**config.mk**
```make
export PLATFORM = sky130hd
export DESIGN_NAME = note_sequencer
export DESIGN_NICKNAME = d
export VERILOG_FILES = /design/src/rtl/audio_pkg.sv /design/src/rtl/tempo_prescaler.sv /design/src/rtl/note_sequencer.sv
export SDC_FILE = /design/constraint.sdc
export NUM_CORES = 1
export LEC_CHECK = 0
export ABC_AREA = 1
export CAP_MARGIN = 20
export CORE_ASPECT_RATIO = 1.1
export CORE_MARGIN = 3
export CORE_UTILIZATION = 45
export CTS_CLUSTER_SIZE = 20
export DETAILED_ROUTE_END_ITERATION = 8
export PLACE_DENSITY = 0.74
export SYNTH_ARGS = -nofsm -noshare
export SYNTH_HDL_FRONTEND = slang
export SYNTH_SLANG_ARGS = --single-unit
```
**constraint.sdc**
```tcl
create_clock -name clk -period 3 [get_ports clk]
set_clock_uncertainty 0.2 [all_clocks]
set_input_delay 0.75 -clock clk [delete_from_list [all_inputs] [get_ports clk]]
set_output_delay 0.75 -clock clk [all_outputs]
set_load 0.02 [all_outputs]
```
**src/rtl/audio_pkg.sv**
```systemverilog
// Shared types and constants for the tune player.
// State encoding, pitch codes and the octave-4 divider table.
package audio_pkg;

    typedef enum logic [2:0] {
        IDLE,
        LOAD,
        NOTE,
        GAP,
        ADV
    } state_t;

    localparam logic [3:0] PITCH_REST = 4'd0;
    localparam logic [3:0] PITCH_END  = 4'd15;

    localparam int DUR_UNIT = 4;

    // C4..B4 dividers for clk/(256*(div+1))
    localparam logic [11:0] BASE_DIV [0:11] = '{
        12'd746, 12'd704, 12'd664, 12'd627,
        12'd592, 12'd558, 12'd527, 12'd497,
        12'd469, 12'd443, 12'd418, 12'd394
    };

endpackage

```
**src/rtl/tempo_prescaler.sv**
```systemverilog
// Tempo prescaler: divides clk down to a one-cycle tick.
// Counts only while run is high; clear restarts the period.
module tempo_prescaler #(
    parameter int TICK_DIV = 500000
) (
    input  logic clk,
    input  logic rst_n,
    input  logic clear,
    input  logic run,
    output logic tick
);

    localparam int W = (TICK_DIV > 2) ? $clog2(TICK_DIV) : 1;
    localparam logic [W-1:0] LAST = W'(TICK_DIV - 1);

    logic [W-1:0] r_cnt;
    logic         w_last;

    assign w_last = (r_cnt == LAST);
    assign tick   = run && w_last;

    // Period counter, wraps on the tick cycle
    always_ff @(posedge clk) begin
        if (!rst_n) begin
            r_cnt <= '0;
        end else if (clear) begin
            r_cnt <= '0;
        end else if (run) begin
            if (w_last) r_cnt <= '0;
            else        r_cnt <= r_cnt + 1'b1;
        end
    end

endmodule

```
**src/rtl/note_sequencer.sv**
```systemverilog
// Song player feeding the PWM sine generator.
// Walks the song ROM, driving divider and gate per entry.
module note_sequencer
    import audio_pkg::*;
#(
    parameter int TICK_DIV  = 500000,
    parameter int GAP_TICKS = 1,
    parameter int SONG_LEN  = 16
) (
    input  logic        clk,
    input  logic        rst_n,
    input  logic        start,
    input  logic        stop,
    input  logic        loop_en,
    input  logic [1:0]  octave,
    output logic [11:0] divider,
    output logic        gate,
    output logic        busy,
    output logic [3:0]  note_idx
);

    localparam logic [3:0] LAST_IDX = 4'(SONG_LEN - 1);
    localparam logic [7:0] GAP_CNT  = 8'(GAP_TICKS);
    localparam bit         HAS_GAP  = (GAP_TICKS > 0);

    function automatic logic [7:0] song_rom(input logic [3:0] idx);
        case (idx)
            4'd0:    song_rom = 8'hA0;
            4'd1:    song_rom = 8'h00;
            4'd2:    song_rom = 8'h11;
            default: song_rom = 8'hF0;
        endcase
    endfunction

    function automatic logic [11:0] pitch_base(input logic [3:0] code);
        case (code)
            4'd1:    pitch_base = BASE_DIV[0];
            4'd2:    pitch_base = BASE_DIV[1];
            4'd3:    pitch_base = BASE_DIV[2];
            4'd4:    pitch_base = BASE_DIV[3];
            4'd5:    pitch_base = BASE_DIV[4];
            4'd6:    pitch_base = BASE_DIV[5];
            4'd7:    pitch_base = BASE_DIV[6];
            4'd8:    pitch_base = BASE_DIV[7];
            4'd9:    pitch_base = BASE_DIV[8];
            4'd10:   pitch_base = BASE_DIV[9];
            4'd11:   pitch_base = BASE_DIV[10];
            4'd12:   pitch_base = BASE_DIV[11];
            default: pitch_base = 12'd0;
        endcase
    endfunction

    state_t      r_state;
    state_t      w_next;
    logic [11:0] r_div;
    logic        r_gate;
    logic [3:0]  r_idx;
    logic [7:0]  r_cnt;

    logic [7:0]  w_entry;
    logic [3:0]  w_code;
    logic [3:0]  w_dur;
    logic        w_end;
    logic        w_is_note;
    logic [7:0]  w_len;
    logic        w_tick;
    logic        w_run;
    logic        w_clear;
    logic        w_busy;
    logic        w_last;

    assign w_entry   = song_rom(r_idx);
    assign w_code    = w_entry[7:4];
    assign w_dur     = w_entry[3:0];
    assign w_end     = (w_code == PITCH_END);
    assign w_is_note = (w_code != PITCH_REST) && (w_code <= 4'd12);
    assign w_len     = 8'(({4'd0, w_dur} + 8'd1) * DUR_UNIT);
    assign w_last    = w_tick && (r_cnt == 8'd1);

    tempo_prescaler #(
        .TICK_DIV (TICK_DIV)
    ) u_presc (
        .clk   (clk),
        .rst_n (rst_n),
        .clear (w_clear),
        .run   (w_run),
        .tick  (w_tick)
    );

    // State register
    always_ff @(posedge clk) begin
        if (!rst_n) r_state <= IDLE;
        else        r_state <= w_next;
    end

    // Next-state logic; stop overrides every transition
    always_comb begin
        w_next = r_state;
        if (stop) begin
            w_next = IDLE;
        end else begin
            unique case (r_state)
                IDLE: if (start) w_next = LOAD;
                LOAD: begin
                    if (!w_end)        w_next = NOTE;
                    else if (!loop_en) w_next = IDLE;
                end
                NOTE: if (w_last) w_next = HAS_GAP ? GAP : ADV;
                GAP:  if (w_last) w_next = ADV;
                ADV: begin
                    if (r_idx == LAST_IDX && !loop_en) w_next = IDLE;
                    else                               w_next = LOAD;
                end
                default: w_next = IDLE;
            endcase
        end
    end

    // Per-state outputs and prescaler control
    always_comb begin
        w_busy  = (r_state != IDLE);
        w_run   = (r_state == NOTE) || (r_state == GAP);
        w_clear = (r_state == LOAD);
    end

    // Pitch, gate, song index and tick countdown
    always_ff @(posedge clk) begin
        if (!rst_n) begin
            r_div  <= '0;
            r_gate <= 1'b0;
            r_idx  <= '0;
            r_cnt  <= '0;
        end else if (stop) begin
            r_gate <= 1'b0;
        end else begin
            unique case (r_state)
                IDLE: if (start) r_idx <= '0;
                LOAD: begin
                    if (w_end) begin
                        if (loop_en) r_idx <= '0;
                    end else begin
                        r_cnt  <= w_len;
                        r_gate <= w_is_note;
                        if (w_is_note)
                            r_div <= pitch_base(w_code) >> octave;
                    end
                end
                NOTE: begin
                    if (w_last) begin
                        r_gate <= 1'b0;
                        r_cnt  <= GAP_CNT;
                    end else if (w_tick) begin
                        r_cnt <= r_cnt - 8'd1;
                    end
                end
                GAP: if (w_tick) r_cnt <= r_cnt - 8'd1;
                ADV: begin
                    if (r_idx != LAST_IDX) r_idx <= r_idx + 4'd1;
                    else if (loop_en)      r_idx <= '0;
                end
                default: r_gate <= 1'b0;
            endcase
        end
    end

    assign divider  = r_div;
    assign gate     = r_gate;
    assign busy     = w_busy;
    assign note_idx = r_idx;

endmodule

```
==> impl_metrics.csv, run 1 <==
group,metric,value,unit
outcome,status,"completed",
cts,postCtsSetupRepairBufs,0,
cts,cts_root_buf,"clkbuf_8",
floorplanning,die-width,80.73,um
synthesis,synthCells,425,
timing,finalSetupTns,0,ns
synthesis,yosysWarnings,0,
placement,hpwlAfterDp,5172,um
grt,gr-total-overflow,0,
pwr,peakVddDrop,204.2,uV
finish,drive_gt1_share,8.407,%
grt,grt_use_total,20.42,%
floorplanning,start_util,47.31,%
timing,hold_viol_final,0,
pwr,p_sw,0.0003260,W
worst_setup_path,critPathKind,"register to output port",
cts,cts_made_buffers,5,
worst_setup_path,cp-start-kind,"register",
cts,numClockSinks,45,
finish,final_nets,466,
detailed_routing,route.detailed.drc,0,
timing,rsz0062_at_grt,"false",
pwr,p_seq_share,50.2,%
detailed_routing,drt-wirelength-per-cell,12.78,um
synthesis,synth_top_area_cell,"dfxtp_1",
synthesis,ys_seq_elements,45,
synthesis,syn_area,2764,um^2
finish,final_common_cell,"nand2_1",
synthesis,async_reset_ff_share,0,%
finish,ff_latch_area,900.9,um^2
detailed_routing,wirelength,6761,um
synthesis,synthDistinctLibCells,40,
grt,grt_max_degree,17,
finish,antenna_cells,0,
worst_setup_path,critPathArrivalTime,1.59,ns
timing,timing.hold.ws,0.2692,ns
finish,areaGrowthSynthToFinish,14.76,%
cts,clkTransAtPathRegs,0.09,ns
floorplanning,die_h,88.20,um
cts,cts_max_level,2,
worst_setup_path,required,2.05,ns
grt,grt_pass1_wl,11560,um
floorplanning,dieArea,7120,um^2
synthesis,netlist.area_leader.share,32.59,%
floorplanning,core_area,5842,um^2
cts,tritoncts,"yes",
job,max-cap-violations,0,
synthesis,yosysSeqAreaShare,32.59,%
finish,mostFrequentLayoutCells,"nand2_1 (105), inv_1 (56), nor2_1 (52), dfxtp_1 (45), o21ai_0 (26)",
timing,min_period,2.541,ns
pwr,powerDensity,387.8,nW/um^2
synthesis,avgSynthCellArea,6.503,um^2
placement,gp_congestion,0.9048,
synthesis,ys.flop_type,"dfxtp_1",
timing,finalCritPeriodShare,84.70,%
detailed_routing,drtAntennaViolNets,0,
detailed_routing,vias_per_cell,5.310,
pwr,pwr-share-clk,36.9,%
timing,setup_viol,0,
pwr,pwr-share-comb,12.9,%
synthesis,synth_area_leaders,"dfxtp_1 (33%), nand2_1 (14%), inv_1 (7.6%)",
cts,ctsResizeCount,0,
min_path,min_path_type,"register to register",
worst_setup_path,crit_fanout,5,
pwr,leakage,1.208,nW
detailed_routing,first_iter_violations,104,
timing,max_freq,0.3936,GHz
placement,port_buffers,22,
floorplanning,rows,29,
worst_setup_path,cp-end-kind,"output port",
finish,fillers,577,
floorplanning,io-pin-count,25,
detailed_routing,via_count,2809,
grt,antenna_found_initial,0,
pwr,internal_power,0.0009041,W
cts,clk_latency,0.30,ns
grt,grt_pass1_vias,2664,
detailed_routing,dr.pass1.iters,5,
cts,clock_path_buffers,2,
pwr,swShare,26.50,%
cts,cts_hold_buf,0,
finish,multi_input_area,1588,um^2
timing,drv_slew,0,
synthesis,synth_edf_count,0,
-- per-layer routing --
metal	part of all wire [%]	global-route usage, %
met4	2.3	8.602
met1	45	24.44
met2	49	35.69
met3	3.4	3.807
met5	0	0
-- cell usage after synthesis (2+ instances only) --
| cell type | number |
|---|---|
| ha_1 | 7 |
| nand3_1 | 23 |
| o21a_1 | 3 |
| nor2_4 | 3 |
| a21oi_1 | 22 |
| nor2_2 | 4 |
| nand3_2 | 2 |
| a31oi_1 | 10 |
| inv_1 | 56 |
| xor2_1 | 5 |
| dfxtp_1 | 45 |
| o211ai_1 | 3 |
| nor3_1 | 12 |
| o21ai_0 | 26 |
| nand2_1 | 105 |
| buf_4 | 3 |
| nand3b_1 | 2 |
| inv_2 | 10 |
| nand4_1 | 12 |
| nor2_1 | 52 |
-- cell type report --
cell class | count | area share, %
multi-input combinational | 310 | 50.06
sequential | 45 | 28.40
inverter | 66 | 7.811
timing repair buffer | 24 | 7.416
tap | 77 | 3.037
clock buffer | 5 | 2.170
clock inverter | 2 | 1.105
-- final timing paths --
| check | cells past startpoint | start | slack, ns | endpoint |
|---|---|---|---|---|
| worst max-delay path | 3 | r_state[2] | 0.46 | busy |
| worst min register to register | 2 | divider[8] | 0.27 | divider[8] |
| worst min-delay path | 2 | divider[8] | 0.27 | divider[8] |
| worst max register to register | 8 | note_idx[0] | 0.76 | divider[4] |
-- power groups by stage --
| stage | logic [W] | clock network, W | registers, W |
|---|---|---|---|
| 6_report | 0.000158 | 0.000454 | 0.000618 |
| 5_1_grt | 0.000176 | 0.000488 | 0.000620 |
| 4_1_cts | 0.000157 | 0.000464 | 0.000618 |
| 3_5_place_dp | 0.000157 | 0 | 0.000631 |
| 3_3_place_gp | 0.000155 | 0 | 0.000632 |
| 2_1_floorplan | 0.000100 | 0 | 0.000637 |
-- worst max-delay path, stage by stage, from the launching register on --
cell             delay, ns
dfxtp_1               0.45
inv_2                 0.11
nand2_1               0.12
clkdlybuf4s50_1       0.62
-- sequential cells by signal, indices dropped and copies added, names as in the netlist --
signal         cells
divider           10
gate               1
r_cnt              8
r_state            3
note_idx           4
u_presc.r_cnt     19
-- kinds of logic after synthesis --
logic type / Yosys count / share of synthesized area (%)
AO/OA/AOI/OAI: 69 / 13.99
XOR/XNOR: 6 / 1.901
adder cells (fa/ha/maj): 7 / 3.169
buffers and inverters: 71 / 10.09
flip-flops: 45 / 32.59
other: 1 / 0.1357
AND/OR/NAND/NOR: 226 / 38.12
-- metrics by stage --
step	util [%]	instance area [um^2]	power (W)	std cells	worst slack [ns]
final	54.29	3172	0.001230	529	0.4591
after global routing	54.29	3172	0.001284	529	0.4222
after CTS	54.29	3172	0.001239	529	0.4752
after detailed placement	52.52	3068	0.0007886	522	0.5335
after global placement	52.52	3068	0.0007866	522	0.5750
after floorplan	-	2768	0.0007368	426	1.006
Power figures use the tool's default switching activity.
==> run 2: changes to the inputs <==
PLACE_DENSITY = 0.76   (was 0.74)
clock period = 2.3 ns   (was 3 ns; I/O delays follow)
==> impl_metrics.csv, run 2 (synthesis gave the netlist of run 1 again) <==
group,metric,value,unit
grt,antenna_found_initial,0,
finish,top_register,"u_presc.r_cnt",
timing,finalSetupTns,0,ns
min_path,min_path_type,"register to register",
cts,tritoncts,"yes",
worst_setup_path,critPathArrivalTime,1.38,ns
cts,cts_made_buffers,5,
detailed_routing,dr.pass1.iters,4,
worst_setup_path,path_cells,"clkdlybuf4s50_1",
detailed_routing,drt-wirelength-per-cell,11.81,um
placement,dp_worst_setup_slack,0.09893,ns
timing,min_period,2.155,ns
grt,grt_max_degree,17,
timing,setup_viol,0,
timing,finalCritPeriodShare,93.69,%
floorplanning,rows,29,
worst_setup_path,r2r_slack,0.22,ns
pwr,peakVddDrop,324.6,uV
min_path,holdPathStages,2,
grt,gr-total-overflow,0,
detailed_routing,wirelength,6318,um
floorplanning,core_area,5842,um^2
detailed_routing,drtAntennaViolNets,0,
finish,largest_reg_flops,19,
worst_setup_path,r2r-end,"divider[4]",
finish,drive_gt1_share,9.607,%
floorplanning,io-pin-count,25,
worst_setup_path,endpoint,"note_idx[1]",
grt,grt_pass1_vias,2608,
timing,max_freq,0.4641,GHz
timing,hold_viol_final,0,
worst_setup_path,critPathKind,"register to output port",
floorplanning,start_util,47.31,%
cts,cts_hold_buf,0,
finish,final_nets,471,
worst_setup_path,required,1.52,ns
timing,drv_slew,0,
worst_setup_path,rr_startpoint,"note_idx[1]",
cts,numClockSinks,45,
grt,grt_use_total,19.36,%
detailed_routing,first_iter_violations,133,
finish,antenna_cells,0,
job,max-cap-violations,0,
finish,final_common_cell,"nand2_1",
finish,fillers,606,
worst_setup_path,cp-end-kind,"output port",
worst_setup_path,cp-start-kind,"register",
finish,mostFrequentLayoutCells,"nand2_1 (105), inv_1 (56), nor2_1 (52), dfxtp_1 (45), o21ai_0 (26)",
pwr,leakage,1.236,nW
timing,setup_slack,0.1452,ns
finish,areaGrowthSynthToFinish,16.48,%
detailed_routing,via_count,2765,
worst_setup_path,critPathMaxStageDelay,0.64,ns
worst_setup_path,crit_fanout,6,
worst_setup_path,critPathBufInv,1,
cts,clk_latency,0.30,ns
worst_setup_path,cp.depth,1,
detailed_routing,route.detailed.drc,0,
pwr,powerDensity,504.0,nW/um^2
floorplanning,dieArea,7120,um^2
cts,clkTransAtPathRegs,0.09,ns
placement,gp_congestion,0.8934,
grt,grt_pass1_wl,11070,um
placement,port_buffers,22,
cts,cts_root_buf,"clkbuf_8",
floorplanning,die_h,88.20,um
worst_setup_path,worst_path_max_delay_cell,"clkdlybuf4s50_1",
floorplanning,die-width,80.73,um
cts,cts_max_level,2,
cts,clock_path_buffers,2,
finish,fin_util,55.11,%
outcome,status,"completed",
timing,rsz0062_at_grt,"false",
worst_setup_path,critical-path-top-delay-family,"buffers and inverters",
worst_setup_path,rr_worst_depth,8,
worst_setup_path,cp-startpoint,"note_idx[1]",
detailed_routing,vias_per_cell,5.168,
placement,hpwlAfterDp,4945,um
==> run 2: changes by cell type in the layout (fill, tap and decap cells not counted) <==
cell             previous run  this run
clkinvlp_4                  0         1
clkdlybuf4s50_1            22        21
clkinv_2                    1         0
clkinv_4                    0         1
dlygate4sd2_1               0         1
buf_4                       2         7
==> run 2: repair_timing <==
item	in CTS	in global routing
setup buffers	0	0
endpoints found under the setup margin	1	0
gates resized for setup	1	0
==> run 2: report_power, final <==
part | switching [W] | internal (W) | leakage [nW]
clock network | 0.000284 | 0.000325 | 0.0543
logic | 0.000134 | 0.0000742 | 0.818
registers | 0.0000126 | 0.000793 | 0.363
==> run 2: worst min path at each step <==
stage,startpoint,endpoint,slack (ns)
2_1_floorplan,u_presc.r_cnt[14],u_presc.r_cnt[14],0.24
3_3_place_gp,divider[9],divider[9],0.26
3_5_place_dp,divider[8],divider[8],0.26
4_1_cts,divider[8],divider[8],0.28
5_1_grt,divider[8],divider[8],0.30
6_report,divider[8],divider[8],0.27
==> run 2: final cells by class <==
cell class | count | area, um^2 | share of cell area, %
sequential | 45 | 900.9 | 27.98
inverter | 66 | 247.7 | 7.695
timing repair buffer | 29 | 271.5 | 8.434
multi-input combinational | 310 | 1588 | 49.32
tap | 77 | 96.34 | 2.993
clock inverter | 3 | 46.29 | 1.438
clock buffer | 5 | 68.82 | 2.138
==> run 2: metal layers <==
layer	share of wire, %	routed length [um]	GRT usage, %
met5	0	0	0
met2	50	3169	35.02
met3	3.1	194	3.807
met1	46	2879	22.78
met4	1.2	75	6.452
==> run 2: per-stage QoR <==
| stage | instances | hold WS, ns | total power [W] | instance area [um^2] |
|---|---|---|---|---|
| finish | 535 | 0.2720 | 0.001622 | 3219 |
| CTS | 535 | 0.2795 | 0.001639 | 3219 |
| global route | 535 | 0.3026 | 0.001701 | 3219 |
| floorplan | 426 | 0.2434 | 0.0009610 | 2768 |
| global placement | 527 | 0.2591 | 0.001030 | 3105 |
| detailed placement | 527 | 0.2639 | 0.001032 | 3105 |
